`src/rtl/ham_pkg.sv`:
```
`default_nettype none
// ============================================================================
//  Module   : ham_pkg
//  Purpose  : Shared types and constants for the Hamming min/max engine.
//             State encoding, operand/distance widths and the byte layout of
//             the operand and result regions in data memory.
//  Ports    : none (package)
//  Options  : PAIR_ADDR_EN enables the four WR_P* pair-index write states.
//  Revision : 1.0  initial release
// ============================================================================
package ham_pkg;

  localparam int OP_W    = 16;  // operand width in bits
  localparam int DIST_W  = 5;   // wide enough for 0..16
  localparam int HAM_MAX = 16;  // largest possible distance of two operands
  localparam int IDX_W   = 5;   // operand index counters j/k

  typedef enum logic [3:0] {
    IDLE    = 4'd0,
    LOAD    = 4'd1,
    COMPARE = 4'd2,
    WR_MIN  = 4'd3,
    WR_MAX  = 4'd4,
    WR_P0   = 4'd5,
    WR_P1   = 4'd6,
    WR_P2   = 4'd7,
    WR_P3   = 4'd8,
    DONE    = 4'd9
  } ham_state_e;

  // Result bytes carry a 5-bit value zero-extended to a full byte.
  function automatic logic [7:0] pad_byte(input logic [DIST_W-1:0] v);
    return {3'b000, v};
  endfunction

endpackage : ham_pkg
`default_nettype wire

```
`src/rtl/ham_dist16.sv`:
```
`default_nettype none
// ============================================================================
//  Module   : ham_dist16
//  Purpose  : Combinational Hamming distance of two 16-bit operands
//             (XOR followed by a population count).
//  Ports    : a_i    [15:0]  first operand
//             b_i    [15:0]  second operand
//             dist_o [4:0]   number of differing bit positions (0..16)
//  Revision : 1.0  initial release
// ============================================================================
module ham_dist16
  import ham_pkg::*;
(
  input  logic [OP_W-1:0]   a_i,
  input  logic [OP_W-1:0]   b_i,
  output logic [DIST_W-1:0] dist_o
);

  logic [OP_W-1:0] w_diff;

  always_comb begin
    w_diff = a_i ^ b_i;
    dist_o = '0;
    for (int i = 0; i < OP_W; i++) begin
      dist_o = dist_o + DIST_W'(w_diff[i]);
    end
  end

endmodule : ham_dist16
`default_nettype wire

```
`src/rtl/ham_minmax_engine.sv`:
```
`default_nettype none
// ============================================================================
//  Module   : ham_minmax_engine
//  Purpose  : Scans N_OPS 16-bit operands held in data-memory bytes
//             [0 .. 2*N_OPS-1], finds the minimum and maximum pairwise
//             Hamming distance and writes them to MIN_ADDR / MAX_ADDR.
//             Uses the core's start/done handshake: a falling edge of start
//             while idle launches a run, done stays high until start rises.
//  Ports    : clk      system clock, rising edge
//             reset    synchronous active-high reset
//             start    run request (falling edge launches)
//             done     run complete, held until start returns high
//             rd_addr  data-memory read address (synchronous read)
//             rd_data  read data, one cycle after rd_addr
//             wr_en    data-memory write strobe
//             wr_addr  data-memory write address
//             wr_data  data-memory write data
//             min_dist last computed minimum distance
//             max_dist last computed maximum distance
//  Options  : `define PAIR_ADDR_EN to also write the winning pair indices
//             (min_k, min_j, max_k, max_j) to PAIR_BASE .. PAIR_BASE+3.
//  Revision : 1.0  initial release
// ============================================================================
module ham_minmax_engine
  import ham_pkg::*;
#(
  parameter int N_OPS     = 32,  // j/k counters are IDX_W bits wide
  parameter int MIN_ADDR  = 64,
`ifdef PAIR_ADDR_EN
  parameter int PAIR_BASE = 66,
`endif
  parameter int MAX_ADDR  = 65
) (
  input  logic              clk,
  input  logic              reset,
  input  logic              start,
  output logic              done,
  output logic [7:0]        rd_addr,
  input  logic [7:0]        rd_data,
  output logic              wr_en,
  output logic [7:0]        wr_addr,
  output logic [7:0]        wr_data,
  output logic [DIST_W-1:0] min_dist,
  output logic [DIST_W-1:0] max_dist
);

  localparam int             N_BYTES   = 2 * N_OPS;
  localparam logic [6:0]     LOAD_LAST = 7'(N_BYTES);      // capture of last byte
  localparam logic [6:0]     ADDR_LAST = 7'(N_BYTES - 1);  // last issued address
  localparam logic [IDX_W-1:0] J_LAST  = IDX_W'(N_OPS - 2);
  localparam logic [IDX_W-1:0] K_LAST  = IDX_W'(N_OPS - 1);

  ham_state_e state_q, state_d;

  logic                start_q;
  logic                armed_q;     // start has been seen high since reset
  logic [6:0]          cnt_q;       // LOAD cycle number 0..2*N_OPS
  logic [7:0]          rd_addr_q;
  logic [7:0]          cache_q [N_BYTES];
  logic [IDX_W-1:0]    j_q, k_q;
  logic [DIST_W-1:0]   run_min_q, run_max_q;
  logic [DIST_W-1:0]   min_dist_q, max_dist_q;
`ifdef PAIR_ADDR_EN
  logic [IDX_W-1:0]    min_j_q, min_k_q, max_j_q, max_k_q;
`endif

  logic                w_launch;
  logic [OP_W-1:0]     w_op_j, w_op_k;
  logic [DIST_W-1:0]   w_dist;

  // start_q alone resets high; armed_q additionally keeps a start line that
  // was never high since reset from looking like a falling edge.
  assign w_launch = (state_q == IDLE) && !start && start_q && armed_q;

  // Operand i lives in bytes 2i (high) and 2i+1 (low).
  assign w_op_j = {cache_q[{j_q, 1'b0}], cache_q[{j_q, 1'b1}]};
  assign w_op_k = {cache_q[{k_q, 1'b0}], cache_q[{k_q, 1'b1}]};

  ham_dist16 u_dist (
    .a_i    (w_op_j),
    .b_i    (w_op_k),
    .dist_o (w_dist)
  );

  // --------------------------------------------------------------------------
  // State register
  // --------------------------------------------------------------------------
  always_ff @(posedge clk) begin
    if (reset) state_q <= IDLE;
    else       state_q <= state_d;
  end

  // --------------------------------------------------------------------------
  // Next state and write-port outputs
  // --------------------------------------------------------------------------
  always_comb begin
    state_d = state_q;
    done    = 1'b0;
    wr_en   = 1'b0;
    wr_addr = 8'h00;
    wr_data = 8'h00;
    unique case (state_q)
      IDLE: begin
        if (w_launch) state_d = LOAD;
      end
      LOAD: begin
        if (cnt_q == LOAD_LAST) state_d = COMPARE;
      end
      COMPARE: begin
        if ((j_q == J_LAST) && (k_q == K_LAST)) state_d = WR_MIN;
      end
      WR_MIN: begin
        wr_en   = 1'b1;
        wr_addr = 8'(MIN_ADDR);
        wr_data = pad_byte(run_min_q);
        state_d = WR_MAX;
      end
      WR_MAX: begin
        wr_en   = 1'b1;
        wr_addr = 8'(MAX_ADDR);
        wr_data = pad_byte(run_max_q);
`ifdef PAIR_ADDR_EN
        state_d = WR_P0;
`else
        state_d = DONE;
`endif
      end
`ifdef PAIR_ADDR_EN
      WR_P0: begin
        wr_en   = 1'b1;
        wr_addr = 8'(PAIR_BASE);
        wr_data = pad_byte(min_k_q);
        state_d = WR_P1;
      end
      WR_P1: begin
        wr_en   = 1'b1;
        wr_addr = 8'(PAIR_BASE + 1);
        wr_data = pad_byte(min_j_q);
        state_d = WR_P2;
      end
      WR_P2: begin
        wr_en   = 1'b1;
        wr_addr = 8'(PAIR_BASE + 2);
        wr_data = pad_byte(max_k_q);
        state_d = WR_P3;
      end
      WR_P3: begin
        wr_en   = 1'b1;
        wr_addr = 8'(PAIR_BASE + 3);
        wr_data = pad_byte(max_j_q);
        state_d = DONE;
      end
`endif
      DONE: begin
        done = 1'b1;
        if (start) state_d = IDLE;
      end
      default: state_d = IDLE;
    endcase
  end

  // --------------------------------------------------------------------------
  // Operand cache: byte c-1 arrives on LOAD cycle c. No reset needed, a run
  // always refills every byte before COMPARE reads it.
  // --------------------------------------------------------------------------
  always_ff @(posedge clk) begin
    if ((state_q == LOAD) && (cnt_q != 7'd0)) begin
      cache_q[6'(cnt_q - 7'd1)] <= rd_data;
    end
  end

  // --------------------------------------------------------------------------
  // Sequencing counters, running min/max and published results
  // --------------------------------------------------------------------------
  always_ff @(posedge clk) begin
    if (reset) begin
      start_q    <= 1'b1;
      armed_q    <= 1'b0;
      cnt_q      <= '0;
      rd_addr_q  <= '0;
      j_q        <= '0;
      k_q        <= IDX_W'(1);
      run_min_q  <= DIST_W'(HAM_MAX);
      run_max_q  <= '0;
      min_dist_q <= DIST_W'(HAM_MAX);
      max_dist_q <= '0;
`ifdef PAIR_ADDR_EN
      min_j_q    <= '0;
      min_k_q    <= '0;
      max_j_q    <= '0;
      max_k_q    <= '0;
`endif
    end else begin
      start_q <= start;
      if (start) armed_q <= 1'b1;

      unique case (state_q)
        IDLE: begin
          if (w_launch) begin
            cnt_q     <= '0;
            rd_addr_q <= '0;
            j_q       <= '0;
            k_q       <= IDX_W'(1);
            run_min_q <= DIST_W'(HAM_MAX);
            run_max_q <= '0;
`ifdef PAIR_ADDR_EN
            min_j_q   <= '0;
            min_k_q   <= '0;
            max_j_q   <= '0;
            max_k_q   <= '0;
`endif
          end
        end
        LOAD: begin
          cnt_q <= cnt_q + 7'd1;
          // Address tracks the cycle number; it parks on the last byte.
          if (cnt_q < ADDR_LAST) rd_addr_q <= rd_addr_q + 8'd1;
        end
        COMPARE: begin
          // Strict compares: the earliest pair in scan order keeps a tie.
          if (w_dist < run_min_q) begin
            run_min_q <= w_dist;
`ifdef PAIR_ADDR_EN
            min_j_q   <= j_q;
            min_k_q   <= k_q;
`endif
          end
          if (w_dist > run_max_q) begin
            run_max_q <= w_dist;
`ifdef PAIR_ADDR_EN
            max_j_q   <= j_q;
            max_k_q   <= k_q;
`endif
          end
          if (k_q == K_LAST) begin
            j_q <= j_q + IDX_W'(1);
            k_q <= j_q + IDX_W'(2);
          end else begin
            k_q <= k_q + IDX_W'(1);
          end
        end
        default: ;
      endcase

      // Published results change only when a run reaches DONE.
      if ((state_d == DONE) && (state_q != DONE)) begin
        min_dist_q <= run_min_q;
        max_dist_q <= run_max_q;
      end
    end
  end

  assign rd_addr  = rd_addr_q;
  assign min_dist = min_dist_q;
  assign max_dist = max_dist_q;

endmodule : ham_minmax_engine
`default_nettype wire

```
`config.mk`:
```
export PLATFORM = sky130hd
export DESIGN_NAME = ham_minmax_engine
export DESIGN_NICKNAME = d
export VERILOG_FILES = /design/src/rtl/ham_pkg.sv /design/src/rtl/ham_dist16.sv /design/src/rtl/ham_minmax_engine.sv
export SDC_FILE = /design/constraint.sdc
export NUM_CORES = 1
export LEC_CHECK = 0
export CAP_MARGIN = 5
export CORE_MARGIN = 5
export CORE_UTILIZATION = 55
export CTS_BUF_LIST = sky130_fd_sc_hd__clkbuf_4 sky130_fd_sc_hd__clkbuf_8
export DETAILED_ROUTE_END_ITERATION = 10
export PLACE_DENSITY = 0.75
export SLEW_MARGIN = 20
export SYNTH_ARGS = -nofsm -noshare
export SYNTH_HDL_FRONTEND = slang
export SYNTH_SLANG_ARGS = --single-unit
```
`constraint.sdc`:
```
create_clock -name clk -period 15 [get_ports clk]
set_clock_uncertainty 0.2 [all_clocks]
set_input_delay 3 -clock clk [delete_from_list [all_inputs] [get_ports clk]]
set_output_delay 3 -clock clk [all_outputs]
set_load 0.03 [all_outputs]
```
==> impl_metrics.csv <==
group,metric,value,unit
clock_network,cts.repair.resized,0,
clock_network,insertion_delay,0.69,ns
placed_design,portBuffers,37,
critical_path,worstPathArrival,8.90,ns
critical_path,crit_path_max_fanout,39,
power_and_ir_drop,powerDensity,107.3,nW/um^2
timing,fin_crit,8.523,ns
cells_and_area,fin_nets,1636,
critical_path,timing_worst_setup_path_type,"reg2reg",
critical_path,cpMostUsedCell,"fa_1",
global_routing,grt_overflow,0,
die,ios,47,
cells_and_area,fillers,3516,
global_routing,grt_pass1_wl,102.1,mm
placed_design,dp_slack,6.405,ns
logic_synthesis,syn_area_per_cell,17.78,sq um
logic_synthesis,synth-seq-cells,573,
drt,vias_per_cell,6.618,
logic_synthesis,async_flop_share,0,%
cells_and_area,top_register,"cache_q",
cells_and_area,drive_gt1_share,29.20,%
critical_path,end_kind,"register",
global_routing,grt_antenna_before_repair,2,
timing,setup_viol,0,
timing,worst_slew_pin_slew,1.152,ns
flow_run,maxCapViolations,0,
cells_and_area,largest_reg_flops,512,
critical_path,slowest_stage,"buf_4",
timing,rsz0062_at_grt,"no",
timing,hold_viol,0,
die,dieArea,53980,sq um
power_and_ir_drop,leakage,0.009248,uW
drt,num_vias,15450,
cells_and_area,final_common_cell,"edfxtp_1",
die,fp-row-count,81,
logic_synthesis,syn_inst,1529,
drt,ant_nets,0,
timing,fmax,117.3,MHz
clock_network,cts-root-buf,"clkbuf_8",
clock_network,cts_tree,"yes",
critical_path,crit_family,"adder cells",
placed_design,dp.final_hpwl,42.63,mm
logic_synthesis,synth.distinct_cells,57,
drt,initialDrtViolationCount,1729,
power_and_ir_drop,power,3229,uW
global_routing,grt_start_max_net_pins,129,
cells_and_area,area_growth,10.72,%
logic_synthesis,synth_edf_count,512,
die,die_w,232.3,um
die,fp.dieH,232.3,um
min_path,hp-class,"reg2reg",
critical_path,start_kind,"register",
clock_network,htreeDepth,3,
logic_synthesis,ys_seq_area_share,61.04,%
timing,maxSlewViolCount,0,
clock_network,numCtsBuffers,94,
global_routing,grt_pass1_vias,15960,
cells_and_area,postLayoutCoreUtil,61.50,%
drt,wl,68.06,mm
critical_path,required,15.38,ns
logic_synthesis,synthFlopType,"edfxtp_1",
drt,wl_per_cell,29.16,um
critical_path,path_buf_inv,4,
logic_synthesis,syn_area,27190,sq um
cells_and_area,regArea,16610,sq um
clock_network,path_clk_slew,0.06,ns
die,start_util,55.55,%
timing,min_period_over_period,56.82,%
drt,drt_pre_antenna_iters,6,
die,coreArea,48950,sq um
timing,maxSlewHeadroom,22.88,%
run_status,status,"completed",
cells_and_area,layout_common_cells,"edfxtp_1, mux4_2, nor2_1",
critical_path,slowest_delay,0.70,ns
power_and_ir_drop,ir_worst_vdd,96.26,uV
cells_and_area,multiInputGateArea,9987,sq um
clock_network,post-cts-setup-buffer-count,0,
critical_path,crit_chain,"buf_4 > buf_4 > mux4_2 > mux4_2 > mux2i_1 > xor2_1 > fa_1 > fa_1 > fa_1 > fa_1 > inv_1 > fa_1 > inv_1 > fa_1 > xor2_1 > ha_1 > a21o_1 > a21oi_1 > nor2b_1 > o32ai_1 > a21oi_1 > mux2_2",
clock_network,ctsHoldBuffers,0,
drt,drc,0,
logic_synthesis,yosysWarnings,0,
clock_network,clk_path_buf_depth,3,
placed_design,placed_area,28100,sq um
clock_network,cts_sinks,573,
timing,fin_tns_setup,0,ns
placed_design,finalWeightedCongestion,0.8388,
global_routing,grtUsageTotal,25.66,%
cells_and_area,design_area,30100,sq um
timing,setup_ws,6.477,ns
[cells in the mapped netlist (3+ instances only)]
master | n | share of area, %
buf_1 | 13 | 0.18
dfxtp_1 | 61 | 4.5
nand2b_1 | 3 | 0.069
o21ai_0 | 12 | 0.22
fa_1 | 10 | 0.74
mux4_2 | 282 | 23
xnor2_1 | 12 | 0.39
a31oi_1 | 3 | 0.069
buf_6 | 5 | 0.21
or3_1 | 7 | 0.16
ha_1 | 23 | 1.1
mux2i_1 | 69 | 2.5
xor2_1 | 21 | 0.68
a32oi_1 | 4 | 0.13
o211ai_1 | 13 | 0.36
a22o_1 | 10 | 0.32
buf_2 | 23 | 0.42
nand2_1 | 73 | 1.0
edfxtp_1 | 512 | 57
nand4_1 | 3 | 0.069
a211oi_1 | 3 | 0.083
nor2_1 | 106 | 1.5
clkbuf_1 | 50 | 0.69
inv_1 | 26 | 0.36
nor2b_1 | 7 | 0.16
a221oi_1 | 4 | 0.13
nand3_1 | 36 | 0.66
buf_4 | 18 | 0.50
a21oi_1 | 43 | 0.79
nor3_1 | 8 | 0.15
and3_1 | 5 | 0.12
a22oi_1 | 31 | 0.86
[stage by stage]
stage | std cells | hold WS [ns]
after floorplan | 1537 | 0.2344
after global placement | 2159 | 0.2445
after detailed placement | 2159 | 0.2501
after CTS | 2331 | 0.2583
after global routing | 2333 | 0.2909
final | 2334 | 0.2564
[layer usage]
| metal | global-route usage (%) | wire length [um] |
|---|---|---|
| met5 | 0 | 13 |
| met3 | 6.151 | 6379 |
| met4 | 9.029 | 2434 |
| met2 | 41.52 | 33820 |
| met1 | 34.72 | 25410 |
[path summary, 6_finish.rpt]
| kind | cells after the start | startpoint | slack (ns) | to |
|---|---|---|---|---|
| setup / recovery | 22 | register | 6.48 | run_max_q[0]$_SDFFE_PP0P_ |
| hold / removal | 2 | max_dist[3]$_SDFFE_PP0P_ | 0.26 | max_dist[3]$_SDFFE_PP0P_ |
| setup reg to reg | 22 | register | 6.48 | run_max_q[0]$_SDFFE_PP0P_ |
| hold reg to reg | 2 | max_dist[3]$_SDFFE_PP0P_ | 0.26 | max_dist[3]$_SDFFE_PP0P_ |
[power by group]
part	total [uW]	switching, uW	internal [uW]
sequential	1740	1.19	1740
combinational	48.2	40.5	7.76
clock	1440	637	806
total	3230	679	2550
[layout make-up]
type | instances | share of cell area, %
sequential | 573 | 55.19
multi-input combinational | 827 | 33.18
clock buffer | 120 | 5.050
tap | 664 | 2.760
timing repair buffer | 69 | 1.962
clock inverter | 52 | 1.509
inverter | 27 | 0.3367
antenna | 2 | 0.01663
[worst reg2reg max path, stage by stage (launching register included)]
cell and delay (ns):
dfxtp_4 0.62, buf_4 0.70, buf_4 0.71, mux4_2 0.59
mux4_2 0.48, mux2i_1 0.19, xor2_1 0.24, fa_1 0.50
fa_1 0.59, fa_1 0.45, fa_1 0.50, inv_1 0.06
fa_1 0.36, inv_1 0.12, fa_1 0.23, xor2_1 0.31
ha_1 0.31, a21o_1 0.17, a21oi_1 0.19, nor2b_1 0.07
o32ai_1 0.27, a21oi_1 0.24, mux2_2 0.33
[kinds of logic after synthesis]
logic type	Yosys count	synth area share, %
muxes	352	25.94
DFF	573	61.04
other	1	0.01379
adders and majority gates	33	1.795
AOI/OAI and AO/OA	137	3.451
xor gates and xnor gates	33	1.063
and+or+nand+nor	263	4.303
buffers and inverters	137	2.397
(Power assumes the default switching activity.)
